<file path="config.mk">
export PLATFORM = sky130hd
export DESIGN_NAME = button_debouncer
export DESIGN_NICKNAME = d
export VERILOG_FILES = /design/src/rtl/button_debouncer_pkg.sv /design/src/rtl/debounce_cell.sv /design/src/rtl/button_debouncer.sv
export SDC_FILE = /design/constraint.sdc
export NUM_CORES = 1
export LEC_CHECK = 0
export ABC_CLOCK_PERIOD_IN_PS = 3500
export CAP_MARGIN = 20
export CORE_MARGIN = 4
export CORE_UTILIZATION = 35
export DETAILED_ROUTE_END_ITERATION = 10
export GPL_ROUTABILITY_DRIVEN = 0
export SYNTH_ARGS = -nofsm -noshare
export SYNTH_HDL_FRONTEND = slang
export SYNTH_SLANG_ARGS = --single-unit
</file>
<file path="constraint.sdc">
create_clock -name clock -period 3.5 [get_ports clock]
set_input_delay 1.05 -clock clock [delete_from_list [all_inputs] [get_ports clock]]
set_output_delay 1.05 -clock clock [all_outputs]
set_load 0.005 [all_outputs]
</file>
<file path="src/rtl/button_debouncer_pkg.sv">
// Shared types and sizing helpers for the button debouncer.
// The optional edge-pulse feature is controlled by BUTTON_DEBOUNCER_EDGE_EN.
package button_debouncer_pkg;

    typedef enum logic {
        STABLE   = 1'b0,
        COUNTING = 1'b1
    } deb_state_t;

    // Number of cycles the synchronized input must disagree before it is accepted.
    function automatic int calc_n(input int clock_frequency, input int debounce_ms);
        return (clock_frequency / 1000) * debounce_ms;
    endfunction

    function automatic int calc_cnt_width(input int n);
        return $clog2(n + 1);
    endfunction

endpackage

</file>
<file path="src/rtl/debounce_cell.sv">
// Single-channel debouncer: 2-flop synchronizer, stability counter FSM, optional edge pulses.
// Edge pulses exist only when BUTTON_DEBOUNCER_EDGE_EN is defined; otherwise they are tied low.
module debounce_cell
    import button_debouncer_pkg::*;
#(
    parameter int N     = 1000,
    parameter int CNT_W = 10
) (
    input  logic clock,
    input  logic reset_n,
    input  logic button_in,
    output logic button_out,
    output logic rise_pulse,
    output logic fall_pulse
);

    localparam logic [CNT_W-1:0] N_CNT = CNT_W'(N);

    logic             sync1_reg;
    logic             sync2_reg;
    deb_state_t       state_reg;
    logic [CNT_W-1:0] count_reg;
    logic             out_reg;

    always_ff @(posedge clock or negedge reset_n) begin
        if (!reset_n) begin
            sync1_reg <= 1'b0;
            sync2_reg <= 1'b0;
        end else begin
            sync1_reg <= button_in;
            sync2_reg <= sync1_reg;
        end
    end

    // The output only moves once the synced level has disagreed for N+1 consecutive samples.
    always_ff @(posedge clock or negedge reset_n) begin
        if (!reset_n) begin
            state_reg <= STABLE;
            count_reg <= '0;
            out_reg   <= 1'b0;
        end else begin
            case (state_reg)
                STABLE: begin
                    if (sync2_reg != out_reg) begin
                        state_reg <= COUNTING;
                        count_reg <= CNT_W'(1);
                    end else begin
                        count_reg <= '0;
                    end
                end
                COUNTING: begin
                    if (sync2_reg == out_reg) begin
                        state_reg <= STABLE;
                        count_reg <= '0;
                    end else if (count_reg == N_CNT) begin
                        out_reg   <= sync2_reg;
                        count_reg <= '0;
                        state_reg <= STABLE;
                    end else begin
                        count_reg <= count_reg + CNT_W'(1);
                    end
                end
                default: begin
                    state_reg <= STABLE;
                    count_reg <= '0;
                end
            endcase
        end
    end

    assign button_out = out_reg;

`ifdef BUTTON_DEBOUNCER_EDGE_EN
    logic prev_out_reg;
    logic rise_reg;
    logic fall_reg;

    // Pulses appear the cycle after button_out moves; reset clears the history so no spurious edge.
    always_ff @(posedge clock or negedge reset_n) begin
        if (!reset_n) begin
            prev_out_reg <= 1'b0;
            rise_reg     <= 1'b0;
            fall_reg     <= 1'b0;
        end else begin
            prev_out_reg <= out_reg;
            rise_reg     <= out_reg & ~prev_out_reg;
            fall_reg     <= ~out_reg & prev_out_reg;
        end
    end

    assign rise_pulse = rise_reg;
    assign fall_pulse = fall_reg;
`else
    assign rise_pulse = 1'b0;
    assign fall_pulse = 1'b0;
`endif

endmodule

</file>
<file path="src/rtl/button_debouncer.sv">
// Multi-channel button debouncer: one independent debounce_cell per input bit.
// Define BUTTON_DEBOUNCER_EDGE_EN to enable rise_pulse/fall_pulse generation.
module button_debouncer
    import button_debouncer_pkg::*;
#(
    parameter int CLOCK_FREQUENCY = 50000000,
    parameter int DEBOUNCE_MS     = 10,
    parameter int WIDTH           = 4
) (
    input  logic             clock,
    input  logic             reset_n,
    input  logic [WIDTH-1:0] button_in,
    output logic [WIDTH-1:0] button_out,
    output logic [WIDTH-1:0] rise_pulse,
    output logic [WIDTH-1:0] fall_pulse
);

    localparam int N     = calc_n(CLOCK_FREQUENCY, DEBOUNCE_MS);
    localparam int CNT_W = calc_cnt_width(N);

    generate
        if (N < 2) begin : g_bad_params
            $error("button_debouncer: debounce count N=%0d must be at least 2", N);
        end
    endgenerate

    generate
        for (genvar gi = 0; gi < WIDTH; gi++) begin : g_chan
            debounce_cell #(
                .N     (N),
                .CNT_W (CNT_W)
            ) u_cell (
                .clock      (clock),
                .reset_n    (reset_n),
                .button_in  (button_in[gi]),
                .button_out (button_out[gi]),
                .rise_pulse (rise_pulse[gi]),
                .fall_pulse (fall_pulse[gi])
            );
        end
    endgenerate

endmodule

</file>
# Yosys cells after proc, flatten, opt, wreduce, memory -nomap -nowiden
# Index checks and enable logic that the tools add are counted.
[word_totals]
memories = 0
latchBits = 0
ram_bits = 0
mem_bits_ro = 0
ff_bits = 92
[op_classes]
n_eq_ne = 12
n_reduce_logical = 4
bitwise = 8
add_sub_neg = 4
n_shift = 0
n_div = 0
n_mul = 0
order_cmp = 0
mux = 32
[op_table]
columns = ["operator", "count"]
rows = [
  ["two-way mux 19 bit", 8],
  ["one-hot mux 19 bit (2 select lines)", 4],
  ["adder 19 x 1 -> 19 bit, second input constant", 4],
  ["== test 19 bit, second input constant", 4],
  ["two-way mux 1 bit", 16],
  ["AND reduction 3 bit", 4],
  ["NOT 1 bit", 8],
  ["one-hot mux 1 bit (2 select lines)", 4],
  ["== test 1 bit", 4],
  ["inequality test 1 bit", 4],
]

# Logic depth before layout (Yosys ltp)
# Gate-level depths: netlist of run 1.
[depth]
word_depth = 4
ltp_mapped = 8
depth_no_buf = 6

# Modules after synthesis
# A second synthesis of run 1 with hierarchy kept.
[hier_totals]
cells_unflattened = 468
area_unflattened_um2 = 4679.5
[modules_own_cells]
columns = ["module", "instances", "cells_each", "area_each_um2", "seq_area_each_um2"]
rows = [
  ["debounce_cell", 4, 117, 1169.9, 575.6],
]

# Worst setup path after synthesis of run 1
# OpenSTA, ideal clock, no wires.
[synth_path]
kind = "reg-to-reg"
start = "reg g_chan[2].u_cell.count_reg[6]"
end = "reg g_chan[2].u_cell.out_reg"
t_arrival_ns = 1.884
stages_incl_launch_ff = 5
path_slack_ns = 1.492
synth_period_minus_slack_ns = 2.008
required_ns = 3.375
cell_sequence = "dfrtp_1 -> or4b_1 -> or4_4 -> nor3_2 -> mux2_2"
[synth_between]
elab_chain_cells = 2
[synth_lines]
columns = ["element", "line_no", "rtl"]
rows = [
  ["from (decl)", "debounce_cell.sv:22", "logic [CNT_W-1:0] count_reg;"],
  ["from (signal assigned)", "debounce_cell.sv:60", "count_reg <= count_reg + CNT_W'(1);"],
  ["== test 19 bit", "debounce_cell.sv:55", "end else if (count_reg == N_CNT) begin"],
  ["AND reduction 3 bit (no source line)", "n/a", ""],
  ["to (signal assigned)", "debounce_cell.sv:56", "out_reg <= sync2_reg;"],
  ["to (decl)", "debounce_cell.sv:23", "logic out_reg;"],
]
# Every way passes these cells.
# A chain may end at the register's enable or synchronous reset.

# Worst setup path after layout of run 1
[layout_path]
start = "reg g_chan[0].u_cell.out_reg"
end = "out button_out[0]"
[layout_lines]
columns = ["element", "line_no", "rtl"]
rows = [
  ["from (decl)", "debounce_cell.sv:23", ""],
  ["from (signal assigned)", "debounce_cell.sv:56", ""],
  ["to (decl)", "button_debouncer.sv:13", "output logic [WIDTH-1:0] button_out,"],
]
# No word-level cell between the ends.

==> flow_summary.yaml, run 1 <==
status:
  outcome: "complete, no violations"
global_route:
  grtUsageTotal: 0.124
  antenna_found_initial: 0
  use_met3: 0.0251
  grt_start_max_net_pins: 56
  use_met1: 0.158
  grtUsageMet2: 0.197
  grt_pass1_wl_um: 14800
  gr-max-usage-layer: "met2"
  grt_pass1_vias: 3168
  grt-ovfl-total: 0
floorplan:
  io_pins: 18
  rows: 41
  dieHeight_um: 122
  coreArea_um2: 12700
  start_util: 0.358
  fp.dieW_um: 122
  dieArea_um2: 14900
worst_setup_path:
  critPathLaunchType: "flop"
  timing.rr.end: "g_chan[2].u_cell.count_reg[8]$_DFF_PN0_"
  crit_chain: "clkdlybuf4s50_1"
  crit_required_ps: 2450
  critical_path.top_delay_family: "buffers and inverters"
  crit_slowest_cell: "clkdlybuf4s50_1"
  reg2reg_depth: 4
  r2r_slack_ps: 1370
  critical_path.max_fanout: 3
  arrival_ps: 1290
  path_buf_inv: 1
  critical_path.endpoint_type: "primary output"
  crit_type: "flop to primary output"
  reg2reg_from: "g_chan[2].u_cell.count_reg[6]$_DFF_PN0_"
  slowest_delay_ps: 540
cells_and_area:
  instances_no_fill: 641
  area_growth_pct: 12.3
  drive_gt1_frac: 0.0661
  stdcell_area_um2: 5100
  layout_common_cells: "dfrtp_1, nor2_1, xnor2_1, nand2_1, nand3_1"
  fillers: 1244
  nets: 478
  mostFrequentLayoutCell: "dfrtp_1"
  largest_reg_flops: 76
  num_antenna_cells: 0
yosys:
  synth-seq-cells: 92
  netlist_instances: 454
  syn_avg_cell_area_um2: 10.0
  netlist_area_um2: 4540
  seq_area_frac_synth: 0.507
  ys_warn_count: 0
  async_flop_share: 1.00
  synth_edf_count: 0
  synthDistinctLibCells: 38
  synth-main-ff-cell: "dfrtp_1"
route:
  route.vias.total: 3283
  finalWirelength_um: 8280
  drt_drc_violations_left: 0
  drt-pass1-iter-count: 4
  wl_per_cell_um: 12.9
  ant_nets: 0
  viasPerCell: 5.12
  first_iter_violations: 173
clock_network:
  clk-insertion-delay-late_ps: 350
  htreeDepth: 3
  cts.sinks: 92
  clk_path_buf_depth: 2
  cts_tree: "yes"
  cts_setup_buffers: 0
  cts_buffers: 9
  ctsResizeCount: 0
  cts-root-buf: "clkbuf_16"
  cts_hold_buf: 0
  clk_pin_slew_ps: 70
min_path:
  hold_class: "flop to flop"
  min_from: "g_chan[1].u_cell.sync1_reg$_DFF_PN0_"
  hold_path_end: "g_chan[1].u_cell.sync2_reg$_DFF_PN0_"
  min_path_cells: 0
run:
  cap_violations: 0
timing:
  tns_ps: 0
  relSlewSlack: 0.529
  post-route-min-period_ps: 2340
  finalClockSkew_ps: 7.20
  fmax_ghz: 0.427
  slew_violations: 0
  tightest_slew_ps: 707
  rsz0062_at_grt: "false"
  hold_slack_ps: 349
  hold_viol: 0
  setup_violations: 0
  post-route-period-util: 0.669
placed_design:
  dp_hpwl_um: 5680
  dpl_cell_area_um2: 4770
  placed_cells: 625
  port_buffers: 9
power_and_ir_drop:
  p_per_area_nw_per_um2: 433
  ir_drop_uv: 267
  p_leak_uw: 0.00196
==> per-stage QoR <==
step,utilization,setup WS (ps),power (µW)
global route,0.402,1110,2300
detailed placement,0.377,1360,1180
global placement,0.377,1400,1180
finish,0.402,1160,2210
floorplan,-,1490,1150
CTS,0.402,1130,2240
==> layer usage <==
layer,vias to the layer above,wire (µm)
met5,-,0
met4,0,210
met3,14,217
met2,46,3910
met1,1607,3940
li1,1616,-
==> cells by family (layout without fill, tap and decap cells) <==
logic type                 count (synthesis)  count (layout)  synth area share
AOI/OAI and AO/OA                         51              51            0.0706
muxes                                      4               4           0.00992
adders and majority gates                  8               8            0.0221
and+or+nand+nor                          207             207             0.246
buffers and inverters                     40              48            0.0452
DFF                                       92              92             0.507
xor gates and xnor gates                  51              51            0.0984
other                                      1               8          0.000826
==> worst max path at each step <==
stage | from | to | slack (ps) | cells after the start
floorplan | g_chan[2].u_cell.count_reg[6]$_DFF_PN0_ | g_chan[2].u_cell.button_out$_DFFE_PN0P_ | 1490 | 4
global placement | g_chan[2].u_cell.count_reg[6]$_DFF_PN0_ | g_chan[2].u_cell.count_reg[5]$_DFF_PN0_ | 1400 | 4
detailed placement | g_chan[2].u_cell.count_reg[6]$_DFF_PN0_ | g_chan[2].u_cell.count_reg[8]$_DFF_PN0_ | 1360 | 4
CTS | g_chan[0].u_cell.button_out$_DFFE_PN0P_ | button_out[0] | 1130 | 1
global route | g_chan[0].u_cell.button_out$_DFFE_PN0P_ | button_out[0] | 1110 | 1
finish | g_chan[0].u_cell.button_out$_DFFE_PN0P_ | button_out[0] | 1160 | 1
==> layout make-up <==
class,instances,area [µm²],area share
Clock buffer,9,225,0.0442
Clock inverter,7,100,0.0196
Inverter,20,75.1,0.0147
Multi-Input combinational cell,329,2060,0.404
Sequential cell,92,2300,0.452
Tap cell,172,215,0.0422
Timing Repair Buffer,12,123,0.0241
==> cell usage after synthesis (all sizes together) (2+ instances only) <==
master / count / share of area
a211oi: 3 / 0.0050
a21oi: 22 / 0.024
and2: 3 / 0.0041
and3: 7 / 0.0096
and4: 8 / 0.015
buf: 15 / 0.025
clkbuf: 5 / 0.0041
dfrtp: 92 / 0.51
ha: 8 / 0.022
inv: 20 / 0.017
mux2: 4 / 0.0099
nand2: 26 / 0.022
nand3: 25 / 0.028
nand4: 19 / 0.026
nand4b: 2 / 0.0039
nand4bb: 2 / 0.0050
nor2: 62 / 0.051
nor3: 7 / 0.0088
nor4: 11 / 0.015
nor4b: 5 / 0.0096
o21ai: 12 / 0.016
o31ai: 13 / 0.024
or3: 13 / 0.018
or4: 13 / 0.022
xnor2: 27 / 0.052
xor2: 24 / 0.046
==> where the power goes <==
group | internal (µW) | total, µW | switching (µW)
clock | 629 | 1050 | 421
sequential | 1080 | 1090 | 11.0
combinational | 21.8 | 71.2 | 49.4
total | 1730 | 2210 | 482
(Power assumes the default switching activity.)
==> run 2, diff against run 1 <==
--- a/config.mk
+++ b/config.mk
@@ -5,7 +5,7 @@
 export SDC_FILE = /design/constraint.sdc
 export NUM_CORES = 1
 export LEC_CHECK = 0
-export ABC_CLOCK_PERIOD_IN_PS = 3500
+export ABC_CLOCK_PERIOD_IN_PS = 2200
 export CAP_MARGIN = 20
 export CORE_MARGIN = 4
 export CORE_UTILIZATION = 35
==> constraint.sdc (replaced) <==
create_clock -name clock -period 2.2 [get_ports clock]
set_input_delay 0.66 -clock clock [delete_from_list [all_inputs] [get_ports clock]]
set_output_delay 0.66 -clock clock [all_outputs]
set_load 0.005 [all_outputs]
==> run 2 against run 1 <==
Net effect: worst hold slack lost 190 ps; non-clock buffer count is 10 higher; highest routed layer unchanged; clock power up 63%; wire length about the same; largest cell class unchanged; power is 61% higher; setup slack got worse by 1000 ps.
==> flow_summary.yaml, run 2 (synthesis gave the netlist of run 1 again) <==
placed_design:
  port_buffers: 9
  dp_hpwl_um: 5780
power_and_ir_drop:
  p_leak_uw: 0.00203
  p_per_area_nw_per_um2: 684
  total_power_uw: 3560
  ir_drop_uv: 376
route:
  wl_per_cell_um: 12.7
  route.vias.total: 3294
  first_iter_violations: 120
  finalWirelength_um: 8280
  drt_drc_violations_left: 0
  viasPerCell: 5.06
  drt-pass1-iter-count: 4
  ant_nets: 0
timing:
  setup_violations: 0
  finalClockSkew_ps: 4.17
  slew_violations: 0
  post-route-period-util: 0.949
  rsz0062_at_grt: "false"
  post-route-min-period_ps: 2090
  fmax_ghz: 0.479
  tightest_slew_ps: 495
  relSlewSlack: 0.667
  hold_viol: 0
  tns_ps: 0
worst_setup_path:
  crit_chain: "or4b_1 -> or4_4 -> nor3_4 -> mux2_2"
  crit_slowest_cell: "or4b_1"
  crit_type: "flop to flop"
  reg2reg_depth: 4
  critical_path.top_delay_family: "simple AND/OR/NAND/NOR gates"
  r2r_slack_ps: 110
  critical_path.max_fanout: 3
  reg2reg_from: "g_chan[2].u_cell.count_reg[6]$_DFF_PN0_"
  crit_required_ps: 2430
  path_buf_inv: 0
  timing.rr.end: "g_chan[2].u_cell.button_out$_DFFE_PN0P_"
  critical_path.endpoint_type: "flop"
  critPathLaunchType: "flop"
  slowest_delay_ps: 540
  arrival_ps: 2320
clock_network:
  clk_pin_slew_ps: 60
  cts-root-buf: "clkbuf_16"
  cts_hold_buf: 0
  cts_tree: "yes"
  clk-insertion-delay-late_ps: 340
  htreeDepth: 3
  clk_path_buf_depth: 2
  cts.sinks: 92
  cts_buffers: 9
global_route:
  grt_pass1_wl_um: 14900
  grtUsageTotal: 0.125
  grt_start_max_net_pins: 50
  antenna_found_initial: 0
  grt-ovfl-total: 0
  grt_pass1_vias: 3284
cells_and_area:
  layout_common_cells: "dfrtp_1, nor2_1, xnor2_1, nand2_1, nand3_1"
  nets: 488
  largest_reg_flops: 76
  area_growth_pct: 14.6
  drive_gt1_frac: 0.0856
  mostFrequentLayoutCell: "dfrtp_1"
  num_antenna_cells: 0
floorplan:
  coreArea_um2: 12700
  rows: 41
  dieHeight_um: 122
  dieArea_um2: 14900
  io_pins: 18
  start_util: 0.358
  fp.dieW_um: 122
min_path:
  hold_class: "input port to asynchronous set/reset pin"
status:
  outcome: "complete, no violations"
run:
  cap_violations: 0
## run 2: worst max-delay path by stage
stage,from,to,cells past startpoint
2_1_floorplan,g_chan[2].u_cell.count_reg[6]$_DFF_PN0_,g_chan[2].u_cell.button_out$_DFFE_PN0P_,4
3_3_place_gp,g_chan[2].u_cell.count_reg[6]$_DFF_PN0_,g_chan[2].u_cell.button_out$_DFFE_PN0P_,4
3_5_place_dp,g_chan[2].u_cell.count_reg[6]$_DFF_PN0_,g_chan[2].u_cell.button_out$_DFFE_PN0P_,4
4_1_cts,g_chan[2].u_cell.count_reg[6]$_DFF_PN0_,g_chan[2].u_cell.button_out$_DFFE_PN0P_,4
5_1_grt,g_chan[2].u_cell.count_reg[6]$_DFF_PN0_,g_chan[2].u_cell.button_out$_DFFE_PN0P_,4
6_report,g_chan[2].u_cell.count_reg[6]$_DFF_PN0_,g_chan[2].u_cell.button_out$_DFFE_PN0P_,4
## run 2: final cells by class
cell class | count | area [µm²]
Fill cell | 1260 | 7470
Inverter | 20 | 75.1
Clock inverter | 5 | 83.8
Tap cell | 172 | 215
Clock buffer | 11 | 253
Sequential cell | 92 | 2300
Multi-Input combinational cell | 329 | 2060
Timing Repair Buffer | 22 | 210
## run 2: timing repair
item | in CTS | in global routing
setup buffers | 0 | 0
endpoints found under the setup margin | 0 | 1
gates resized for setup | 0 | 1
## run 2: per-stage QoR
stage	hold slack [ps]	std cells	setup WS (ps)	area, µm²	util
5_1_grt	157	651	27.0	5200	0.411
2_1_floorplan	331	461	192	4560	-
6_report	162	651	112	5200	0.411
3_5_place_dp	336	635	104	4860	0.384
4_1_cts	152	651	88.6	5200	0.410
3_3_place_gp	335	635	138	4860	0.384
## run 2: worst register-to-register path: cells and delay by family, from the launching register on
family,cells,cell delay (ps)
and+or+nand+nor,3,1230
DFF,1,400
muxes,1,350
## run 2: power by group
group	switching, µW	internal (µW)	total, µW
Clock	648	1060	1710
Combinational	80.6	43.1	124
Sequential	17.5	1710	1730
## run 2: metal layers
layer  wire length [µm]  track usage  up-vias
met3                188       0.0237       13
met4                213       0.0644        0
met1               4060        0.164     1613
met5                  0            0        -
li1                   -            -     1634
met2               3810        0.196       34
